[src/rtl/sram_rr_scheduler.sv]
// sram_rr_scheduler: round-robin arbiter giving four requesters access to a single-port
// SRAM with fixed read latency SRAM_LAT. One access is outstanding at a time. A requester
// that is acknowledged is masked for that cycle so the other requesters get their turn.
// Optional build macro SRAM_SCHED_MEM_CLEAR_EN adds a power-up sweep that zeroes every word.
//
// Ports:
//   clock, reset            rising-edge clock, synchronous active-low reset
//   req/we[3:0]             per-requester level request and direction (1=write)
//   addr/wdata              packed per-requester address and write data
//   ack[3:0]                one-cycle completion pulse; rdata valid with it
//   rdata                   read data of the most recent read completion
//   busy, clear_done        access/sweep in progress, memory usable
//   mem_en/mem_we/mem_addr/mem_wdata   registered SRAM controls
//   mem_rdata               SRAM read data
module sram_rr_scheduler #(
    parameter int unsigned ADDR_W   = 15,
    parameter int unsigned DATA_W   = 32,
    parameter int unsigned SRAM_LAT = 2
) (
    input  logic                  clock,
    input  logic                  reset,
    input  logic [3:0]            req,
    input  logic [3:0]            we,
    input  logic [4*ADDR_W-1:0]   addr,
    input  logic [4*DATA_W-1:0]   wdata,
    output logic [3:0]            ack,
    output logic [DATA_W-1:0]     rdata,
    output logic                  busy,
    output logic                  clear_done,
    output logic                  mem_en,
    output logic                  mem_we,
    output logic [ADDR_W-1:0]     mem_addr,
    output logic [DATA_W-1:0]     mem_wdata,
    input  logic [DATA_W-1:0]     mem_rdata
);
    localparam int unsigned CNT_W = 3;
    localparam logic [CNT_W-1:0] LAST_CNT = CNT_W'(SRAM_LAT - 1);

    typedef enum logic [1:0] {
        ST_CLEAR  = 2'd0,
        ST_IDLE   = 2'd1,
        ST_ACCESS = 2'd2
    } state_t;

`ifdef SRAM_SCHED_MEM_CLEAR_EN
    localparam state_t RESET_STATE = ST_CLEAR;
`else
    localparam state_t RESET_STATE = ST_IDLE;
`endif

    state_t              r_state, w_state_nxt;
    logic [1:0]          r_ptr, w_ptr_nxt;
    logic [1:0]          r_gnt, w_gnt_nxt;
    logic [CNT_W-1:0]    r_cnt, w_cnt_nxt;
    logic [3:0]          r_ack, w_ack_nxt;
    logic [DATA_W-1:0]   r_rdata, w_rdata_nxt;
    logic                r_busy, w_busy_nxt;
    logic                r_clear_done, w_clear_done_nxt;
    logic                r_mem_en, w_mem_en_nxt;
    logic                r_mem_we, w_mem_we_nxt;
    logic [ADDR_W-1:0]   r_mem_addr, w_mem_addr_nxt;
    logic [DATA_W-1:0]   r_mem_wdata, w_mem_wdata_nxt;

    logic [3:0]          w_elig;
    logic [1:0]          w_cand;
    logic [1:0]          w_pick;
    logic                w_found;

    // A requester acknowledged this cycle is not eligible again until next cycle
    assign w_elig = req & ~r_ack;

    // First eligible requester searching upward from r_ptr, wrapping modulo 4
    always_comb begin
        w_found = 1'b0;
        w_pick  = 2'd0;
        w_cand  = 2'd0;
        for (int k = 0; k < 4; k++) begin
            w_cand = r_ptr + 2'(k);
            if (!w_found && w_elig[w_cand]) begin
                w_found = 1'b1;
                w_pick  = w_cand;
            end
        end
    end

    // State and output registers
    always_ff @(posedge clock) begin
        if (!reset) begin
            r_state      <= RESET_STATE;
            r_ptr        <= 2'd0;
            r_gnt        <= 2'd0;
            r_cnt        <= '0;
            r_ack        <= 4'd0;
            r_rdata      <= '0;
            r_busy       <= 1'b0;
            r_clear_done <= 1'b0;
            r_mem_en     <= 1'b0;
            r_mem_we     <= 1'b0;
            r_mem_addr   <= '0;
            r_mem_wdata  <= '0;
        end else begin
            r_state      <= w_state_nxt;
            r_ptr        <= w_ptr_nxt;
            r_gnt        <= w_gnt_nxt;
            r_cnt        <= w_cnt_nxt;
            r_ack        <= w_ack_nxt;
            r_rdata      <= w_rdata_nxt;
            r_busy       <= w_busy_nxt;
            r_clear_done <= w_clear_done_nxt;
            r_mem_en     <= w_mem_en_nxt;
            r_mem_we     <= w_mem_we_nxt;
            r_mem_addr   <= w_mem_addr_nxt;
            r_mem_wdata  <= w_mem_wdata_nxt;
        end
    end

    // Next-state and next-output logic
    always_comb begin
        w_state_nxt      = r_state;
        w_ptr_nxt        = r_ptr;
        w_gnt_nxt        = r_gnt;
        w_cnt_nxt        = r_cnt;
        w_ack_nxt        = 4'd0;
        w_rdata_nxt      = r_rdata;
        w_busy_nxt       = r_busy;
        w_clear_done_nxt = r_clear_done;
        w_mem_en_nxt     = 1'b0;
        w_mem_we_nxt     = r_mem_we;
        w_mem_addr_nxt   = r_mem_addr;
        w_mem_wdata_nxt  = r_mem_wdata;
`ifndef SRAM_SCHED_MEM_CLEAR_EN
        w_clear_done_nxt = 1'b1;
`endif

        case (r_state)
`ifdef SRAM_SCHED_MEM_CLEAR_EN
            // Sweep: mem_addr doubles as the sweep pointer; mem_en low marks the first write
            ST_CLEAR: begin
                if (r_mem_en && (r_mem_addr == '1)) begin
                    w_busy_nxt       = 1'b0;
                    w_clear_done_nxt = 1'b1;
                    w_state_nxt      = ST_IDLE;
                end else begin
                    w_mem_en_nxt    = 1'b1;
                    w_mem_we_nxt    = 1'b1;
                    w_mem_addr_nxt  = r_mem_en ? (r_mem_addr + 1'b1) : '0;
                    w_mem_wdata_nxt = '0;
                    w_busy_nxt      = 1'b1;
                end
            end
`endif
            // Wait out the SRAM latency, then complete; only reads update rdata
            ST_ACCESS: begin
                if (r_cnt == LAST_CNT) begin
                    if (!r_mem_we) begin
                        w_rdata_nxt = mem_rdata;
                    end
                    w_ack_nxt[r_gnt] = 1'b1;
                    w_busy_nxt       = 1'b0;
                    w_ptr_nxt        = r_gnt + 2'd1;
                    w_state_nxt      = ST_IDLE;
                end else begin
                    w_cnt_nxt = r_cnt + 1'b1;
                end
            end
            default: begin
                if (r_clear_done && w_found) begin
                    w_gnt_nxt       = w_pick;
                    w_mem_en_nxt    = 1'b1;
                    w_mem_we_nxt    = we[w_pick];
                    w_mem_addr_nxt  = addr[w_pick*ADDR_W +: ADDR_W];
                    w_mem_wdata_nxt = wdata[w_pick*DATA_W +: DATA_W];
                    w_cnt_nxt       = '0;
                    w_busy_nxt      = 1'b1;
                    w_state_nxt     = ST_ACCESS;
                end
            end
        endcase
    end

    assign ack        = r_ack;
    assign rdata      = r_rdata;
    assign busy       = r_busy;
    assign clear_done = r_clear_done;
    assign mem_en     = r_mem_en;
    assign mem_we     = r_mem_we;
    assign mem_addr   = r_mem_addr;
    assign mem_wdata  = r_mem_wdata;

endmodule

[config.mk]
export PLATFORM = sky130hd
export DESIGN_NAME = sram_rr_scheduler
export DESIGN_NICKNAME = d
export VERILOG_FILES = /design/src/rtl/sram_rr_scheduler.sv
export SDC_FILE = /design/constraint.sdc
export NUM_CORES = 1
export LEC_CHECK = 0
export BUFFER_PORTS_ARGS = -buffer_cell sky130_fd_sc_hd__buf_2
export CAP_MARGIN = 20
export CORE_AREA = 3 3 122 124
export CTS_BUF_LIST = sky130_fd_sc_hd__clkbuf_8
export DETAILED_ROUTE_END_ITERATION = 16
export DIE_AREA = 0 0 125 127
export GPL_TIMING_DRIVEN = 1
export PLACE_DENSITY = 0.64
export SLEW_MARGIN = 20
export SYNTH_ARGS = -nofsm -noshare
export SYNTH_HDL_FRONTEND = slang
export SYNTH_SLANG_ARGS = --single-unit
[constraint.sdc]
create_clock -name clock -period 4.9 [get_ports clock]
set_input_delay 0.49 -clock clock [delete_from_list [all_inputs] [get_ports clock]]
set_output_delay 0.49 -clock clock [all_outputs]
set_load 0.005 [all_outputs]
==> impl_metrics.py <==
metrics = {
    "timing": {
        "slew_headroom_pct": 28.5,
        "finalSetupViolations": 0,
        "fin_crit_ns": 2.35,
        "finalMaxSlewViolations": 0,
        "fmax_mhz": 425,
        "rsz0062_at_grt": "false",
        "layout_setup_ws_ns": 2.55,
        "fin_skew_ns": 0.0122,
        "hold_ws_ns": 0.339,
        "hold_viol": 0,
        "fin_tns_setup_ns": 0,
        "finalCritPeriodShare_pct": 48.0,
        "tightest_slew_ns": 1.07,
    },
    "power": {
        "fin_total_pwr_mw": 1.68,
        "p_per_area_mw_per_mm2": 264,
        "p_leak_nw": 3.46,
        "vdd_ir_drop_max_mv": 0.186,
    },
    "grt": {
        "grt_max_degree": 97,
        "antenna_found_initial": 2,
        "overflow": 0,
        "grt.total_usage_pct": 17.9,
        "grt_pass1_vias": 4587,
        "grt_pass1_wl_um": 23200,
    },
    "synthesis": {
        "synth_edf_count": 0,
        "synth_ff_type": "dfxtp_1",
        "syn_nets": 724,
        "ys.warnings.count": 0,
        "syn_inst": 488,
        "synth_common_cells": "121 x nand2_1, 96 x mux2i_1, 95 x dfxtp_1",
        "ys_ff_latch": 95,
        "synth.distinct_cells": 35,
        "ys_seq_area_share_pct": 41.3,
        "async_flop_share_pct": 0,
        "synth.area.top_cells": "dfxtp_1 41%, mux2i_1 21%, nand2_1 9.9%, o221ai_1 9.1%, a21oi_1 3.9%",
        "avgSynthCellArea_sq_um": 9.43,
        "netlist.top_cell.by_area": "dfxtp_1",
        "synth_top_area_share_pct": 41.3,
        "syn_area_sq_mm": 0.00460,
        "yosysMostFrequentCell": "nand2_1",
    },
    "placed_design": {
        "detailed_place_hpwl_um": 11400,
        "place.gp.congestion": 0.810,
        "dpl-instance-area_sq_mm": 0.00616,
        "dpl.cell_count": 950,
        "dp_slack_ns": 2.25,
        "port_buffers": 316,
    },
    "clock_tree": {
        "clock_latency_ns": 0.36,
        "clkSlewWorstSetupHoldPaths_ns": 0.09,
        "htree_levels": 3,
        "cts.path.max_buffers": 2,
        "cts_hold_buf": 0,
        "cts_resized": 0,
        "cts_made_buffers": 9,
        "root_buffer": "clkbuf_8",
        "cts_tree": "done",
        "postCtsSetupBuffers": 0,
        "cts.sinks": 95,
    },
    "critical_path": {
        "critPathTopFamily": "simple AND/OR/NAND/NOR gates",
        "cp.required_ns": 5.09,
        "cp_slowest_cell": "nand2b_2",
        "critical_path_buf_inv_count": 0,
        "startpoint": "r_ptr[0]",
        "rr_worst_depth": 5,
        "cp.depth": 5,
        "crit_end": "mem_addr[10]",
        "path_max_fanout": 48,
        "rr_endpoint": "mem_addr[10]",
        "arrival_ns": 2.54,
        "path_cells": "nor3b_1, a211oi_1, o22ai_1, nand2b_2, o221ai_1",
        "worstReg2RegStart": "r_ptr[0]",
        "slowest_delay_ns": 0.86,
        "endpoint_kind": "register",
        "startpoint_type": "register",
        "reg2reg_slack_ns": 2.55,
        "criticalPathCategory": "register to register",
    },
    "run": {
        "maxCapViolCount": 0,
    },
    "outcome": {
        "outcome": "complete, no violations",
    },
    "route": {
        "first_iter_violations": 203,
        "wirelength_um": 15000,
        "drc": 0,
        "drtAntennaViolNets": 0,
        "vias": 4683,
        "first_pass_iters": 4,
        "wl_per_cell_um": 15.5,
        "viasPerCell": 4.84,
    },
    "floorplanning": {
        "die_w_um": 125,
        "die_area_sq_mm": 0.0159,
        "ioPinCount": 317,
        "start_util_pct": 33.2,
        "coreArea_sq_mm": 0.0139,
        "rows": 43,
        "fp.dieH_um": 127,
    },
    "cells_and_area": {
        "final_cells": 968,
        "area_delta_synth_final_pct": 38.5,
        "nets": 1017,
        "utilization_pct": 45.9,
        "final_area_sq_mm": 0.00637,
        "drive_gt1_share_pct": 43.9,
    },
    "min_path": {
        "hold_path_class": "primary input to register",
    },
}
==> worst reg2reg max path, cell delays in order (launching register included) <==
cell and delay (ns):
dfxtp_1 0.35, nor3b_1 0.30, a211oi_1 0.09, o22ai_1 0.27, nand2b_2 0.86, o221ai_1 0.32
==> cells by family (layout without fill, tap and decap cells) <==
kind of cell | count (synthesis) | after routing | synth area share [%]
compound gates | 95 | 95 | 15.3
xor+xnor | 1 | 1 | 0.190
fa+ha+maj | 6 | 6 | 1.63
buf+inv | 41 | 339 | 6.55
flops | 95 | 95 | 41.3
mux | 96 | 96 | 20.9
other cells | 0 | 2 | 0
simple gates | 154 | 154 | 14.1
==> power breakdown <==
group          leakage, nW  internal [mW]  switching [mW]  total [mW]
Combinational         2.58          0.163           0.145       0.307
Clock                0.102          0.242           0.296       0.538
Sequential           0.775          0.814          0.0219       0.836
Total                 3.46           1.22           0.462        1.68
==> per-layer routing <==
metal / wire length [um] / vias to the layer above / global-route usage, % / part of all wire, %
met5: 0 / - / 0 / 0
met4: 281 / 0 / 6.12 / 1.9
met3: 1200 / 18 / 5.18 / 8.0
met2: 7330 / 197 / 30.8 / 49
met1: 6160 / 2126 / 21.4 / 41
li1: - / 2342 / - / -
==> worst min-delay path by stage <==
stage                  start            end  slack, ns  cells past startpoint
3_3_place_gp   mem_wdata[14]  mem_wdata[14]       0.44                      2
4_1_cts                reset     clear_done       0.30                      1
5_1_grt                reset     clear_done       0.31                      1
6_report               reset     clear_done       0.34                      1
2_1_floorplan       r_ptr[0]       r_ptr[0]       0.45                      2
3_5_place_dp   mem_wdata[28]  mem_wdata[28]       0.44                      2
==> sequential cells by signal, indices dropped and copies added (netlist names) <==
| signal | count |
|---|---|
| r_gnt | 2 |
| ack | 4 |
| clear_done | 1 |
| r_ptr | 2 |
| mem_wdata | 32 |
| r_cnt | 3 |
| rdata | 32 |
| r_state | 2 |
| mem_addr | 15 |
| mem_en | 1 |
| mem_we | 1 |
==> placed cells by master, fill, tap and decap left out, types with 2 or more instances in the layout <==
cell      Yosys  routed
buf_2         8     316
nand2_1     121     120
mux2i_1      96      96
dfxtp_1      95      95
o221ai_1     48      48
a21oi_1      36      36
clkbuf_8      0       9
nor2_1        8       7
ha_1          6       6
inv_1         5       5
nand2b_1      5       4
and3_1        4       4
nor2b_2       3       3
nand3_1       3       3
a211oi_1      3       3
diode_2       0       2
nor2b_1       2       2
nor3b_1       2       2
clkinv_4      0       2
buf_4         8       2
==> final cells by class <==
cell class,instances,area (sq um)
clock buffers,9,124
multi-input cells,352,2420
clock inverters,7,80.1
fillers,1410,7510
diodes,2,5.00
repair buffers,318,1600
flip-flops and latches,95,1900
well taps,180,225
inverters,5,18.8
Power figures use the tool's default switching activity.
